### src/rtl/uart_dbg_pkg.sv
// Shared definitions for the serial debug unit.
// Holds the byte width, the default handshake timeouts (also used by the
// rx-side controllers) and the tx arbiter state encoding.
package uart_dbg_pkg;

   localparam int          UART_BYTE_W = 8;
   localparam int          DEF_ACK_TO  = 4;
   localparam logic [31:0] DEF_HOLD_TO = 32'd1_000_000;

   typedef enum logic [2:0] {
      IDLE,
      ISSUE,
      ACK,
      DRAIN,
      HOLD
   } arb_state_t;

endpackage

### src/rtl/rr_pick.sv
// Combinational round-robin picker.
//   req : request vector
//   ptr : highest-priority index this round
//   win : one-hot winner, the first set bit at or above ptr (wrapping), or 0
module rr_pick #(
   parameter int N_REQ = 4
) (
   input  logic [N_REQ-1:0]         req,
   input  logic [$clog2(N_REQ)-1:0] ptr,
   output logic [N_REQ-1:0]         win
);

   localparam int PTR_W = $clog2(N_REQ);

   logic [PTR_W-1:0] idx;

   // Scan from the lowest priority offset down, so the last hit written
   // is the closest one to ptr.
   always_comb begin
      win = '0;
      idx = '0;
      for (int k = N_REQ - 1; k >= 0; k--) begin
         idx = PTR_W'((int'(ptr) + k) % N_REQ);
         if (req[idx]) begin
            win      = '0;
            win[idx] = 1'b1;
         end
      end
   end

endmodule

### src/rtl/uart_tx_arbiter.sv
// Shares one uart_tx between N_REQ byte-stream requesters. Ownership is
// granted round-robin per message (a message ends with req_last) and held
// until the last byte or until the owner goes quiet for HOLD_TO cycles.
// Ports:
//   clk, rst            : clock, synchronous active-high reset
//   req_vld/data/last   : per-requester byte offer (data packed 8 bits each)
//   req_rdy             : one-cycle pulse, byte of requester i taken
//   d_tx, vld_tx        : byte and one-cycle strobe to uart_tx
//   rdy_tx              : uart_tx idle (1) / shifting (0)
//   grant               : one-hot current owner, 0 when unlocked
//   busy                : arbiter not idle
module uart_tx_arbiter
   import uart_dbg_pkg::*;
#(
   parameter int          N_REQ   = 4,
   parameter int          ACK_TO  = DEF_ACK_TO,
   parameter logic [31:0] HOLD_TO = DEF_HOLD_TO
) (
   input  logic                         clk,
   input  logic                         rst,
   input  logic [N_REQ-1:0]             req_vld,
   input  logic [UART_BYTE_W*N_REQ-1:0] req_data,
   input  logic [N_REQ-1:0]             req_last,
   output logic [N_REQ-1:0]             req_rdy,
   output logic [UART_BYTE_W-1:0]       d_tx,
   output logic                         vld_tx,
   input  logic                         rdy_tx,
   output logic [N_REQ-1:0]             grant,
   output logic                         busy
);

   localparam int               PTR_W     = $clog2(N_REQ);
   localparam int               ACK_W     = $clog2(ACK_TO + 1);
   localparam logic [PTR_W-1:0] LAST_IDX  = PTR_W'(N_REQ - 1);
   localparam logic [ACK_W-1:0] ACK_LAST  = ACK_W'(ACK_TO - 1);
   localparam logic [31:0]      HOLD_LAST = HOLD_TO - 32'd1;

   arb_state_t             state, state_n;
   logic [N_REQ-1:0]       grant_n, req_rdy_n, win;
   logic [PTR_W-1:0]       gidx, gidx_n, rr_ptr, rr_ptr_n, win_idx, ptr_after;
   logic [UART_BYTE_W-1:0] d_tx_n;
   logic                   last_q, last_n, vld_n;
   logic [ACK_W-1:0]       ack_cnt, ack_n;
   logic [31:0]            hold_cnt, hold_n;

   logic [N_REQ-1:0][UART_BYTE_W-1:0] req_byte;
   assign req_byte = req_data;

   rr_pick #(.N_REQ(N_REQ)) u_pick (
      .req (req_vld),
      .ptr (rr_ptr),
      .win (win)
   );

   always_comb begin
      win_idx = '0;
      for (int i = 0; i < N_REQ; i++)
         if (win[i]) win_idx = PTR_W'(i);
   end

   // Priority after the current owner finishes or is dropped.
   assign ptr_after = (gidx == LAST_IDX) ? '0 : gidx + PTR_W'(1);

   always_comb begin
      state_n   = state;
      grant_n   = grant;
      gidx_n    = gidx;
      rr_ptr_n  = rr_ptr;
      last_n    = last_q;
      d_tx_n    = d_tx;
      ack_n     = ack_cnt;
      hold_n    = hold_cnt;
      vld_n     = 1'b0;
      req_rdy_n = '0;

      case (state)
         IDLE: begin
            if (rdy_tx && |req_vld) begin
               grant_n = win;
               gidx_n  = win_idx;
               d_tx_n  = req_byte[win_idx];
               last_n  = req_last[win_idx];
               state_n = ISSUE;
            end
         end
         ISSUE: begin
            ack_n   = '0;
            state_n = ACK;
         end
         ACK: begin
            // A transmitter that never drops rdy_tx must not stall us.
            if (!rdy_tx || ack_cnt >= ACK_LAST) state_n = DRAIN;
            else                                ack_n   = ack_cnt + ACK_W'(1);
         end
         DRAIN: begin
            if (rdy_tx) begin
               if (last_q) begin
                  rr_ptr_n = ptr_after;
                  grant_n  = '0;
                  state_n  = IDLE;
               end else begin
                  hold_n  = '0;
                  state_n = HOLD;
               end
            end
         end
         HOLD: begin
            // Only the owner may continue; everyone else waits.
            if (req_vld[gidx]) begin
               d_tx_n  = req_byte[gidx];
               last_n  = req_last[gidx];
               hold_n  = '0;
               state_n = ISSUE;
            end else if (hold_cnt >= HOLD_LAST) begin
               grant_n  = '0;
               rr_ptr_n = ptr_after;
               hold_n   = '0;
               state_n  = IDLE;
            end else if (hold_cnt != '1) begin
               hold_n = hold_cnt + 32'd1;
            end
         end
         default: state_n = IDLE;
      endcase

      // Strobes are registered: they are high for the whole ISSUE cycle.
      if (state_n == ISSUE) begin
         vld_n     = 1'b1;
         req_rdy_n = grant_n;
      end
   end

   always_ff @(posedge clk) begin
      if (rst) begin
         state    <= IDLE;
         grant    <= '0;
         gidx     <= '0;
         rr_ptr   <= '0;
         last_q   <= 1'b0;
         d_tx     <= '0;
         ack_cnt  <= '0;
         hold_cnt <= '0;
         vld_tx   <= 1'b0;
         req_rdy  <= '0;
         busy     <= 1'b0;
      end else begin
         state    <= state_n;
         grant    <= grant_n;
         gidx     <= gidx_n;
         rr_ptr   <= rr_ptr_n;
         last_q   <= last_n;
         d_tx     <= d_tx_n;
         ack_cnt  <= ack_n;
         hold_cnt <= hold_n;
         vld_tx   <= vld_n;
         req_rdy  <= req_rdy_n;
         busy     <= (state_n != IDLE);
      end
   end

endmodule

### config.mk
export PLATFORM = sky130hd
export DESIGN_NAME = uart_tx_arbiter
export DESIGN_NICKNAME = d
export VERILOG_FILES = /design/src/rtl/uart_dbg_pkg.sv /design/src/rtl/rr_pick.sv /design/src/rtl/uart_tx_arbiter.sv
export SDC_FILE = /design/constraint.sdc
export NUM_CORES = 1
export LEC_CHECK = 0
export BUFFER_PORTS_ARGS = -buffer_cell sky130_fd_sc_hd__buf_4
export CAP_MARGIN = 20
export CORE_MARGIN = 2
export CORE_UTILIZATION = 35
export DETAILED_ROUTE_END_ITERATION = 10
export GPL_ROUTABILITY_DRIVEN = 1
export MAX_ROUTING_LAYER = met4
export SLEW_MARGIN = 20
export SYNTH_ARGS = -nofsm -noshare
export SYNTH_HDL_FRONTEND = slang
export SYNTH_SLANG_ARGS = --single-unit
### constraint.sdc
create_clock -name clk -period 3.7 [get_ports clk]
set_input_delay 0.37 -clock clk [delete_from_list [all_inputs] [get_ports clk]]
set_output_delay 0.37 -clock clk [all_outputs]
set_load 0.05 [all_outputs]
### Word level (Yosys, flattened, before mapping)

Cells that the tools add are included.

| storage, ports and cells | value |
|---|---|
| register bits after elaboration | 61 |
| logic and storage cells | 132 |
| output and inout bits | 18 |
| input port bits | 43 |

| cells by class | value |
|---|---|
| add/subtract/negate cells | 6 |
| equal/unequal tests | 16 |
| bitwise gates (word level) | 1 |
| reduce and logical (&&, ||, !) cells | 19 |
| order comparisons | 12 |
| multiplexer cells | 67 |

Operators by type and width:

| kind | count |
|---|---|
| 32-bit two-way mux | 5 |
| 32-bit one-hot mux with 2 select lines | 1 |
| 4-bit two-way mux | 9 |
| 32-bit by 1-bit adder with 32-bit output (second input constant) | 1 |
| 8-bit binary-select mux with 2-bit select | 2 |
| 32-bit by 20-bit greater-or-equal comparator with 1-bit output (second input constant) | 1 |
| 8-bit two-way mux | 4 |
| 32-bit inequality test (second input constant) | 1 |
| 3-bit two-way mux | 7 |
| 2-bit by 3-bit < comparator with 1-bit output (second input constant) | 6 |
| 2-bit inequality test (second input constant) | 8 |
| 8-bit one-hot mux with 2 select lines | 1 |
| 1-bit two-way mux | 15 |
| 3-bit one-hot mux with 5 select lines | 1 |
| 1-bit binary-select mux with 2-bit select | 7 |
| 2-bit two-way mux | 7 |
| 4-bit one-hot mux with 3 select lines | 1 |
| 1-bit demux with 2-bit select | 4 |
| 2-bit by 1-bit greater-or-equal comparator with 1-bit output (second input constant) | 4 |
| 3-bit by 1-bit equality test with 1-bit output (second input constant) | 2 |
| 3-bit by 2-bit equality test with 1-bit output (second input constant) | 2 |
| 3-bit one-hot mux with 2 select lines | 1 |
| 2-bit nonzero test | 3 |
| 1-bit logical AND | 5 |
| 20 further kinds | 23 |

### Longest topological paths before layout

Gate-level depths: netlist of run 1.

| logic depth | value |
|---|---|
| depth after elaboration | 16 |
| gate-level depth with buffers | 11 |
| mapped depth without buffers | 8 |

### Hierarchy

Synthesis of run 1 repeated with hierarchy kept, for this count alone.

| unflattened totals | value |
|---|---|
| cells, all modules | 444 |
| area, all modules | 3883.7 um2 |

Modules (own cells, without submodules):

| module | cells an instance | area an instance (um2) | seq. area each (um2) | instances |
|---|---|---|---|---|
| uart_tx_arbiter | 397 | 3470.8 | 1221.2 | 1 |
| rr_pick | 47 | 412.9 | 0.0 | 1 |

### Least setup slack after synthesis of run 1

No wires, ideal clock.

| timing | value |
|---|---|
| path type | register to register |
| from | register rr_ptr[0] |
| to | register gidx[0] |
| setup time | 0.134 ns |
| path buffers | 3 |
| stages on the path, launching flop included | 12 |
| slack | 1.039 ns |
| data required time | 3.566 ns |
| period minus slack after synthesis | 2.661 ns |
| data arrival time | 2.527 ns |
| cell sequence | dfxtp_1 buf_6 inv_1 ha_1 mux4_2 buf_6 or4b_1 o211a_2 or2_1 buf_2 a211oi_2 a211oi_1 |

| between the ends | value |
|---|---|
| word-level cells in the longest chain between the ends | 12 |
| elaborated cells on any way between the ends | 38 |
| classes of those cells | add/sub (3); order compare (8); mux (23); reduce/logical (4) |

Ends and longest elaborated chain:

| what | line | RTL |
|---|---|---|
| from (decl) | uart_tx_arbiter.sv:40 | `logic [PTR_W-1:0] gidx, gidx_n, rr_ptr, rr_ptr_n, win_idx, ptr_after;` |
| from (signal assigned) | uart_tx_arbiter.sv:150 | `rr_ptr <= rr_ptr_n;` |
| 2-bit adder | rr_pick.sv:23 | `idx = PTR_W'((int'(ptr) + k) % N_REQ);` |
| 2-bit by 3-bit < comparator with 1-bit output (not written as such) or 2-bit by 1-bit greater-or-equal comparator with 1-bit output (tied branches) | rr_pick.sv:26 | `win[idx] = 1'b1;` |
| 1-bit logical AND (not written as such) | rr_pick.sv:26 |  |
| 1-bit two-way mux (not written as such) | rr_pick.sv:26 |  |
| 1-bit demux with 2-bit select | - |  |
| 4-bit two-way mux (3 in a row) | rr_pick.sv:24 | `if (req[idx]) begin` |
| 4-bit two-way mux * | rr_pick.sv:24 |  |
| 1-bit two-way mux | uart_tx_arbiter.sv:58 | `if (win[i]) win_idx = PTR_W'(i);` |
| 2-bit two-way mux | uart_tx_arbiter.sv:58 |  |
| 2-bit two-way mux * | uart_tx_arbiter.sv:58 |  |
| to (signal assigned) | uart_tx_arbiter.sv:149 | `gidx <= gidx_n;` |
| to (decl) | uart_tx_arbiter.sv:40 |  |

Every way passes the cells marked *; elsewhere a longest branch is shown, timed or not. The select of a mux whose other input is x is not followed.
A chain may end at the register's enable or synchronous reset.

### Worst setup path after layout of run 1

| timing | value |
|---|---|
| from | register rr_ptr[0] |
| to | register d_tx[3] |

| between the ends | value |
|---|---|
| word-level cells in the longest chain between the ends | 16 |
| elaborated cells on any way between the ends | 42 |
| classes of those cells | add/sub (3); order compare (8); mux (27); reduce/logical (4) |

Ends and longest elaborated chain:

| what | line | RTL |
|---|---|---|
| 2-bit adder | rr_pick.sv:23 |  |
| 2-bit by 3-bit < comparator with 1-bit output (not written as such) or 2-bit by 1-bit greater-or-equal comparator with 1-bit output (tied branches) | rr_pick.sv:26 |  |
| 1-bit logical AND (not written as such) | rr_pick.sv:26 |  |
| 1-bit two-way mux (not written as such) | rr_pick.sv:26 |  |
| 1-bit demux with 2-bit select | - |  |
| 4-bit two-way mux (3 in a row) | rr_pick.sv:24 |  |
| 4-bit two-way mux * | rr_pick.sv:24 |  |
| 1-bit two-way mux | uart_tx_arbiter.sv:58 |  |
| 2-bit two-way mux | uart_tx_arbiter.sv:58 |  |
| 2-bit two-way mux * | uart_tx_arbiter.sv:58 |  |
| 8-bit binary-select mux with 2-bit select * | uart_tx_arbiter.sv:81 | `d_tx_n = req_byte[win_idx];` |
| 8-bit two-way mux (not written as such) * | uart_tx_arbiter.sv:81 |  |
| 8-bit two-way mux * | uart_tx_arbiter.sv:78 | `if (rdy_tx && \|req_vld) begin` |
| 8-bit one-hot mux with 2 select lines * | uart_tx_arbiter.sv:76 | `case (state)` |
| to (signal assigned) | uart_tx_arbiter.sv:152 | `d_tx <= d_tx_n;` |
| to (decl) | uart_tx_arbiter.sv:25 | `output logic [UART_BYTE_W-1:0] d_tx,` |

Marked as above.

==> summary.txt, run 1 <==
STA
  • Hold Vio Cnt, Final: 0
  • Max-slew violations: 0
  • RSZ-0062 raised after global routing: no
  • Setup TNS: 0 ns
  • Max Clk Rate: between 300 and 400 MHz
  • Clk_skew: 0.0121 ns
  • Slew margin rel.: about 38%
  • Fin crit period: roughly 3.0 ns
  • Slew @ Worst Pin: around 0.93 ns
  • Final period utilization: 82.1%
  • Final setup vio count: 0

Clocking
  • Worst-Skew Late Latency: 0.35 ns
  • Cts hold-fix bufs: 0
  • Htree depth: 3
  • CTS tree: built
  • Root Driver: clkbuf_8
  • CTS sink count: roughly 60
  • CTS resizes: 0
  • Clock-pin slew on the worst setup and hold paths: ~0.08 ns
  • Total CTS buffers: 9
  • Setup Buffers After CTS: 0
  • Max clock buf depth: 2

Logic synthesis
  • Multiplexer share of the synthesized area: under 10%
  • Asr flop ratio synth: 0%
  • Number of flops mapped to enable cells by yosys: 0
  • Primary FF master, synth: dfxtp_1
  • XOR/XNOR Fraction of Synth Area: about 3.8%
  • Synth Warn #: 0
  • Yosys cell types: 64
  • Main combinational cell family by area after synthesis: compound AO/OA/AOI/OAI gates
  • Post-Synth Simple-Gate Area: approximately a fifth
  • Syn_area_per_cell: 8.63 um^2
  • Post-synthesis compound-gate area fraction: around a quarter
  • Synth Net Count: roughly 480
  • Synth Instances: roughly 430
  • Sequential area share after synthesis: about a third
  • Post-synthesis adder-cell area fraction: 3.07%
  • Synthesized flop and latch total: between 60 and 70
  • Post-Syn Area: between 3000 and 4000 um^2

Power
  • Lkg Pwr: about 1.8 nW
  • Pwr/cell area: ~390 nW/um^2
  • Final Power: about 1.7 mW
  • Peak supply drop: just over 0.2 mV

Layout
  • Synth-to-Final Area Change: 21.1%
  • Commonest non-fill, non-tap cell in the layout: buf_4
  • Share of layout cells above drive strength 1: 22.2%
  • FILL cells: 999
  • Area occupied by registers: approximately 1200 um^2
  • # nets final: 529
  • Area occupied by multi-input gates: ~2300 um^2
  • Most frequent cells in the layout: 66 x buf_4, 61 x dfxtp_1, 50 x nor2_1
  • # diodes: 0

Floorplanning
  • Row Count: 37
  • Initial core utilization: 35.9%
  • I/O Pins: 61
  • Core area: 10200 um^2
  • Die W: 106 um
  • Die height: about 110 um
  • Die Area: between 10000 and 15000 um^2

Drt
  • Drc violations: 0
  • Pre-antenna DRT Iters: 4
  • Via density: about 5.6
  • Via count: ~3400
  • Drt total wl: about 10 mm
  • Antenna-violating nets left: 0
  • DR iter-0 viols: ~180
  • WL/cell: 16.2 um

Worst setup path
  • WP data required: between 3 and 4 ns
  • CP arrival: approximately 3.3 ns
  • Startpoint Class: flop
  • CP Class: reg2reg
  • CP Capture Type: flop
  • Critical path fanouts, max: 12

Flow run
  • Max Cap Viol: 0

GRT
  • Gr usage total: between 10% and 20%
  • Global-route wire length before repair: between 15 and 20 mm
  • Initial antenna violation count: 0
  • Pin count of the biggest net entering global routing: 31
  • Vias in the first global route: around 3300
  • GR Overflow Total: 0

Placement
  • Post-DP HPWL: roughly 7 mm
  • Buffers on Ports: 60
  • Routability cong.: a little under 0.9

Min path
  • Hold Path Class: in2reg

Run status
  • Status: complete, no violations
[worst paths after layout]
kind | cells after the start | end | slack (ns) | start
setup / recovery | 8 | d_tx[3]$_SDFFE_PP0P_ | 0.66 | rr_ptr[0]$_SDFFE_PP0P_
hold / removal | 3 | d_tx[5]$_SDFFE_PP0P_ | 0.36 | req_data[29]
setup reg to reg | 8 | d_tx[3]$_SDFFE_PP0P_ | 0.66 | rr_ptr[0]$_SDFFE_PP0P_
hold reg to reg | 2 | hold_cnt[19]$_SDFFE_PP0P_ | 0.47 | hold_cnt[19]$_SDFFE_PP0P_
[registers in the layout, indices dropped and copies added, names as in the netlist]
signal / count
hold_cnt: 32
d_tx: 8
grant: 4
req_rdy: 4
ack_cnt: 3
state: 3
gidx: 2
rr_ptr: 2
busy: 1
last_q: 1
vld_tx: 1
[where the power goes]
part | total [mW] | switching, mW | leakage (nW) | internal [mW]
clock network | 0.676 | 0.280 | 0.112 | 0.396
registers | 0.705 | 0.0224 | 0.495 | 0.682
logic | 0.352 | 0.211 | 1.15 | 0.141
[cell usage after synthesis, types with 3 or more instances]
library cell | n | area share [%]
nor3_1 | 4 | 0.55
nor2_1 | 50 | 5.1
nand3b_1 | 3 | 0.61
xnor2_1 | 4 | 0.95
clkbuf_1 | 19 | 1.9
and3_1 | 9 | 1.5
mux4_2 | 13 | 8.0
a21boi_0 | 8 | 1.6
a21oi_1 | 26 | 3.5
dfxtp_1 | 61 | 33
nor3b_1 | 3 | 0.61
a31oi_1 | 9 | 1.5
nor2b_1 | 6 | 1.0
o22ai_1 | 10 | 1.7
nand2_1 | 34 | 3.5
and4_1 | 5 | 1.2
o21ai_0 | 16 | 2.2
inv_1 | 19 | 1.9
a32o_1 | 6 | 1.6
o221ai_1 | 9 | 2.1
a211oi_1 | 10 | 2.0
o21a_1 | 3 | 0.61
nand4_1 | 10 | 1.7
ha_1 | 9 | 3.1
nand3_1 | 10 | 1.4
xor2_1 | 12 | 2.9
buf_6 | 3 | 0.92
nor4_1 | 3 | 0.51
nand2b_1 | 3 | 0.51
[area by class of cell]
| class | count | area share, % |
|---|---|---|
| multi-input cells | 320 | 50.9 |
| repair buffers | 66 | 11.1 |
| inverters | 19 | 1.60 |
| clock inverters | 6 | 1.94 |
| clock buffers | 10 | 3.10 |
| well taps | 136 | 3.83 |
| flip-flops and latches | 61 | 27.5 |
[stage by stage]
step	area [um^2]	utilization [%]	instances	hold WS, ns	worst slack (ns)
3_5_place_dp	4220	41.2	602	0.455	0.670
6_report	4440	43.4	618	0.357	0.664
4_1_cts	4440	43.4	618	0.339	0.668
5_1_grt	4440	43.4	618	0.355	0.493
3_3_place_gp	4220	41.2	602	0.442	0.776
2_1_floorplan	3670	-	425	0.430	1.04
[cells by family (layout without fill, tap and decap cells)]
group / after synthesis / after routing
and+or+nand+nor: 152 / 152
AOI/OAI and AO/OA: 127 / 127
DFF: 61 / 61
buffers and inverters: 44 / 101
xor gates and xnor gates: 16 / 16
muxes: 16 / 16
adders and majority gates: 9 / 9
[routing by layer]
| metal | global-route usage, % | vias up | part of all wire, % |
|---|---|---|---|
| met5 | - | - | 0 |
| met4 | 4.70 | 0 | 1.2 |
| met3 | 5.03 | 9 | 5.9 |
| met2 | 29.1 | 96 | 45 |
| met1 | 24.0 | 1626 | 48 |
| li1 | - | 1704 | - |
[worst max-delay path, stage by stage, from the launching register on]
cell,delay (ns)
dfxtp_1,0.55
inv_1,0.12
ha_1,0.34
mux4_2,0.41
or4b_1,0.51
o211a_2,0.22
or2_1,0.41
o221ai_1,0.26
a211oi_1,0.10
(Power assumes the default switching activity.)
==> run 2: changes to the inputs <==
- clock period: 3.7 -> 2.5 ns (I/O delays scaled with it)
==> run 2 against run 1 <==
Net effect: die area unchanged; non-clock buffer count increased by 19; sequential power increased by 48%; maximum frequency increased by 25%; via count increased by 2.6%; critical path depth increased by 1; register-to-register slack got worse by 0.59 ns; worst setup slack got worse by 0.59 ns; worst hold slack got worse by 0.12 ns; cell count increased by 3.1%; sequential share of layout area decreased by 1.9 points; core utilization increased by 3.4 points; critical endpoint is now d_tx[4]$_SDFFE_PP0P_; largest cell class unchanged; highest routed layer unchanged.
==> summary.txt, run 2 (synthesized netlist as in run 1, its figures left out) <==
Worst setup path
  • Startpoint Class: flop (unchanged)
  • CP startpoint: rr_ptr[0]$_SDFFE_PP0P_ (unchanged)
  • R2R cell count: 9 (was 8)
  • Critical path fanouts, max: 10 (was 12)
  • RR Endpoint: d_tx[4]$_SDFFE_PP0P_ (was d_tx[3]$_SDFFE_PP0P_)
  • R2r setup slk: 0.07 ns (was 0.66 ns)
  • FF-to-FF Start: rr_ptr[0]$_SDFFE_PP0P_ (unchanged)
  • CP arrival: 2.67 ns (was 3.26 ns)
  • CP Class: reg2reg (unchanged)
  • WP data required: 2.74 ns (was 3.92 ns)
  • CP Capture Type: flop (unchanged)
  • Critical Path Sink: d_tx[4]$_SDFFE_PP0P_ (was d_tx[3]$_SDFFE_PP0P_)

GRT
  • Gr usage total: 19.1% (was 18.6%)
  • GR Overflow Total: 0 (unchanged)
  • Vias in the first global route: 3437 (was 3255)
  • Pin count of the biggest net entering global routing: 31 (unchanged)
  • Initial antenna violation count: 0 (unchanged)
  • Global-route wire length before repair: 17.0 mm (was 16.3 mm)

Run status
  • Status: complete, no violations (unchanged)

Clocking
  • Root Driver: clkbuf_8 (unchanged)
  • Clock-pin slew on the worst setup and hold paths: 0.08 ns (about the same)
  • CTS sink count: 61 (unchanged)
  • Total CTS buffers: 9 (unchanged)
  • Cts hold-fix bufs: 0 (unchanged)
  • Max clock buf depth: 2 (unchanged)
  • CTS tree: built (unchanged)
  • Worst-Skew Late Latency: 0.35 ns (about the same)
  • Htree depth: 3 (unchanged)

STA
  • Clk_skew: 0.00767 ns (was 0.0121 ns)
  • Slew @ Worst Pin: 0.582 ns (was 0.930 ns)
  • Final period utilization: 97.1% (was 82.1%)
  • Hold Vio Cnt, Final: 0 (unchanged)
  • Final setup vio count: 0 (unchanged)
  • Max Clk Rate: 412 MHz (was 329 MHz)
  • RSZ-0062 raised after global routing: no (unchanged)
  • Slew margin rel.: 61.2% (was 37.5%)
  • Setup TNS: 0 ns (unchanged)
  • Max-slew violations: 0 (unchanged)
  • Fin crit period: 2.43 ns (was 3.04 ns)

Floorplanning
  • Die height: 106 um (unchanged)
  • Die W: 106 um (unchanged)
  • I/O Pins: 61 (unchanged)
  • Initial core utilization: 35.9% (unchanged)
  • Core area: 10200 um^2 (unchanged)
  • Die Area: 11300 um^2 (unchanged)
  • Row Count: 37 (unchanged)

Placement
  • Placed cell areas: 4480 um^2 (was 4220 um^2)
  • Buffers on Ports: 60 (unchanged)
  • Post-DP HPWL: 7.37 mm (was 7.08 mm)
  • Routability cong.: 0.840 (was 0.884)

Layout
  • FILL cells: 984 (was 999)
  • Area occupied by registers: 1230 um^2 (was 1220 um^2)
  • Cell area after layout: 4790 um^2 (was 4440 um^2)
  • Synth-to-Final Area Change: 30.7% (was 21.1%)
  • # nets final: 548 (was 529)
  • # diodes: 0 (unchanged)
  • Commonest non-fill, non-tap cell in the layout: buf_4 (unchanged)
  • Most frequent cells in the layout: 82 x buf_4, 59 x dfxtp_1, 50 x nor2_1 (was 66 x buf_4, 61 x dfxtp_1, 50 x nor2_1)
  • Number of flip-flops in the largest register: 32 (unchanged)
  • Share of layout cells above drive strength 1: 29.5% (was 22.2%)
  • Registers with the most flip-flops: hold_cnt x32, d_tx x8 (unchanged)
  • Area occupied by multi-input gates: 2420 um^2 (was 2260 um^2)
  • Top reg by flops: hold_cnt (unchanged)

Flow run
  • Max Cap Viol: 0 (unchanged)

Drt
  • DR iter-0 viols: 147 (was 183)
  • Drc violations: 0 (unchanged)
  • Via count: 3525 (was 3435)
  • WL/cell: 16.2 um (about the same)
  • Drt total wl: 10.3 mm (was 10.0 mm)
  • Via density: 5.53 (was 5.56)
  • Antenna-violating nets left: 0 (unchanged)
  • Pre-antenna DRT Iters: 4 (unchanged)

Power
  • Lkg Pwr: 1.91 nW (was 1.76 nW)
  • Peak supply drop: 0.252 mV (was 0.201 mV)
  • Pwr/cell area: 554 nW/um^2 (was 390 nW/um^2)

Min path
  • Hold Path Class: in2reg (unchanged)
## run 2: cell count changes in the layout (fill, tap and decap cells not counted), moves of 4 or more
cell	previous run	this run
a21boi_0	8	4
o22ai_2	0	5
buf_4	66	82
o22ai_1	10	5
o221ai_1	9	0
a21boi_1	1	5
o221ai_2	0	7
## run 2: timing repair
action | in CTS | in global routing
buffers inserted | 0 | 0
pin swaps | 0 | 2
gates cloned | 0 | 0
endpoints found under the setup margin | 10 | 10
resized for setup | 1 | 18
## run 2: worst min path at each step
stage / start / to / cells past startpoint
2_1_floorplan: rst / rr_ptr[0]$_SDFFE_PP0P_ / 2
3_3_place_gp: hold_cnt[19]$_SDFFE_PP0P_ / hold_cnt[19]$_SDFFE_PP0P_ / 2
3_5_place_dp: hold_cnt[25]$_SDFFE_PP0P_ / hold_cnt[25]$_SDFFE_PP0P_ / 2
4_1_cts: req_data[24] / d_tx[0]$_SDFFE_PP0P_ / 3
5_1_grt: req_data[24] / d_tx[0]$_SDFFE_PP0P_ / 3
6_report: req_data[24] / d_tx[0]$_SDFFE_PP0P_ / 3
## run 2: area by class of cell
| cell class | count | area share [%] |
|---|---|---|
| well taps | 136 | 3.55 |
| flip-flops and latches | 61 | 25.6 |
| clock inverters | 7 | 2.19 |
| repair buffers | 85 | 14.1 |
| multi-input cells | 320 | 50.5 |
| clock buffers | 9 | 2.58 |
| inverters | 19 | 1.54 |
## run 2: metrics by stage
stage / std cells / power (mW) / setup slack [ns] / hold slack, ns / utilization (%)
6_report: 637 / 2.66 / 0.0723 / 0.239 / 46.9
5_1_grt: 637 / 2.76 / 0.00834 / 0.235 / 46.9
4_1_cts: 637 / 2.66 / 0.00377 / 0.230 / 46.0
3_5_place_dp: 621 / 1.63 / -0.0241 / 0.470 / 43.8
3_3_place_gp: 621 / 1.62 / 0.0256 / 0.449 / 43.8
2_1_floorplan: 425 / 1.42 / -0.0920 / 0.423 / -
## run 2: worst max-delay path, cell delays in order (launching register included)
cell and delay (ns):
dfxtp_4 0.40, inv_4 0.05, ha_4 0.26, mux4_2 0.30
or4b_4 0.50, o211a_4 0.17, or2_4 0.24, buf_12 0.15
o221ai_4 0.17, a211oi_2 0.09
## run 2: where the power goes
| part | internal [mW] | switching, mW |
|---|---|---|
| Combinational | 0.249 | 0.336 |
| Sequential | 1.01 | 0.0318 |
| Clock | 0.578 | 0.455 |
## run 2: layer usage
metal  part of all wire, %  GRT usage, %  wire length (um)
met1                    45          23.3              4630
met2                    48          31.5              4910
met3                   6.1          4.97               630
met4                   1.3          4.51               133
met5                     0             -                 0
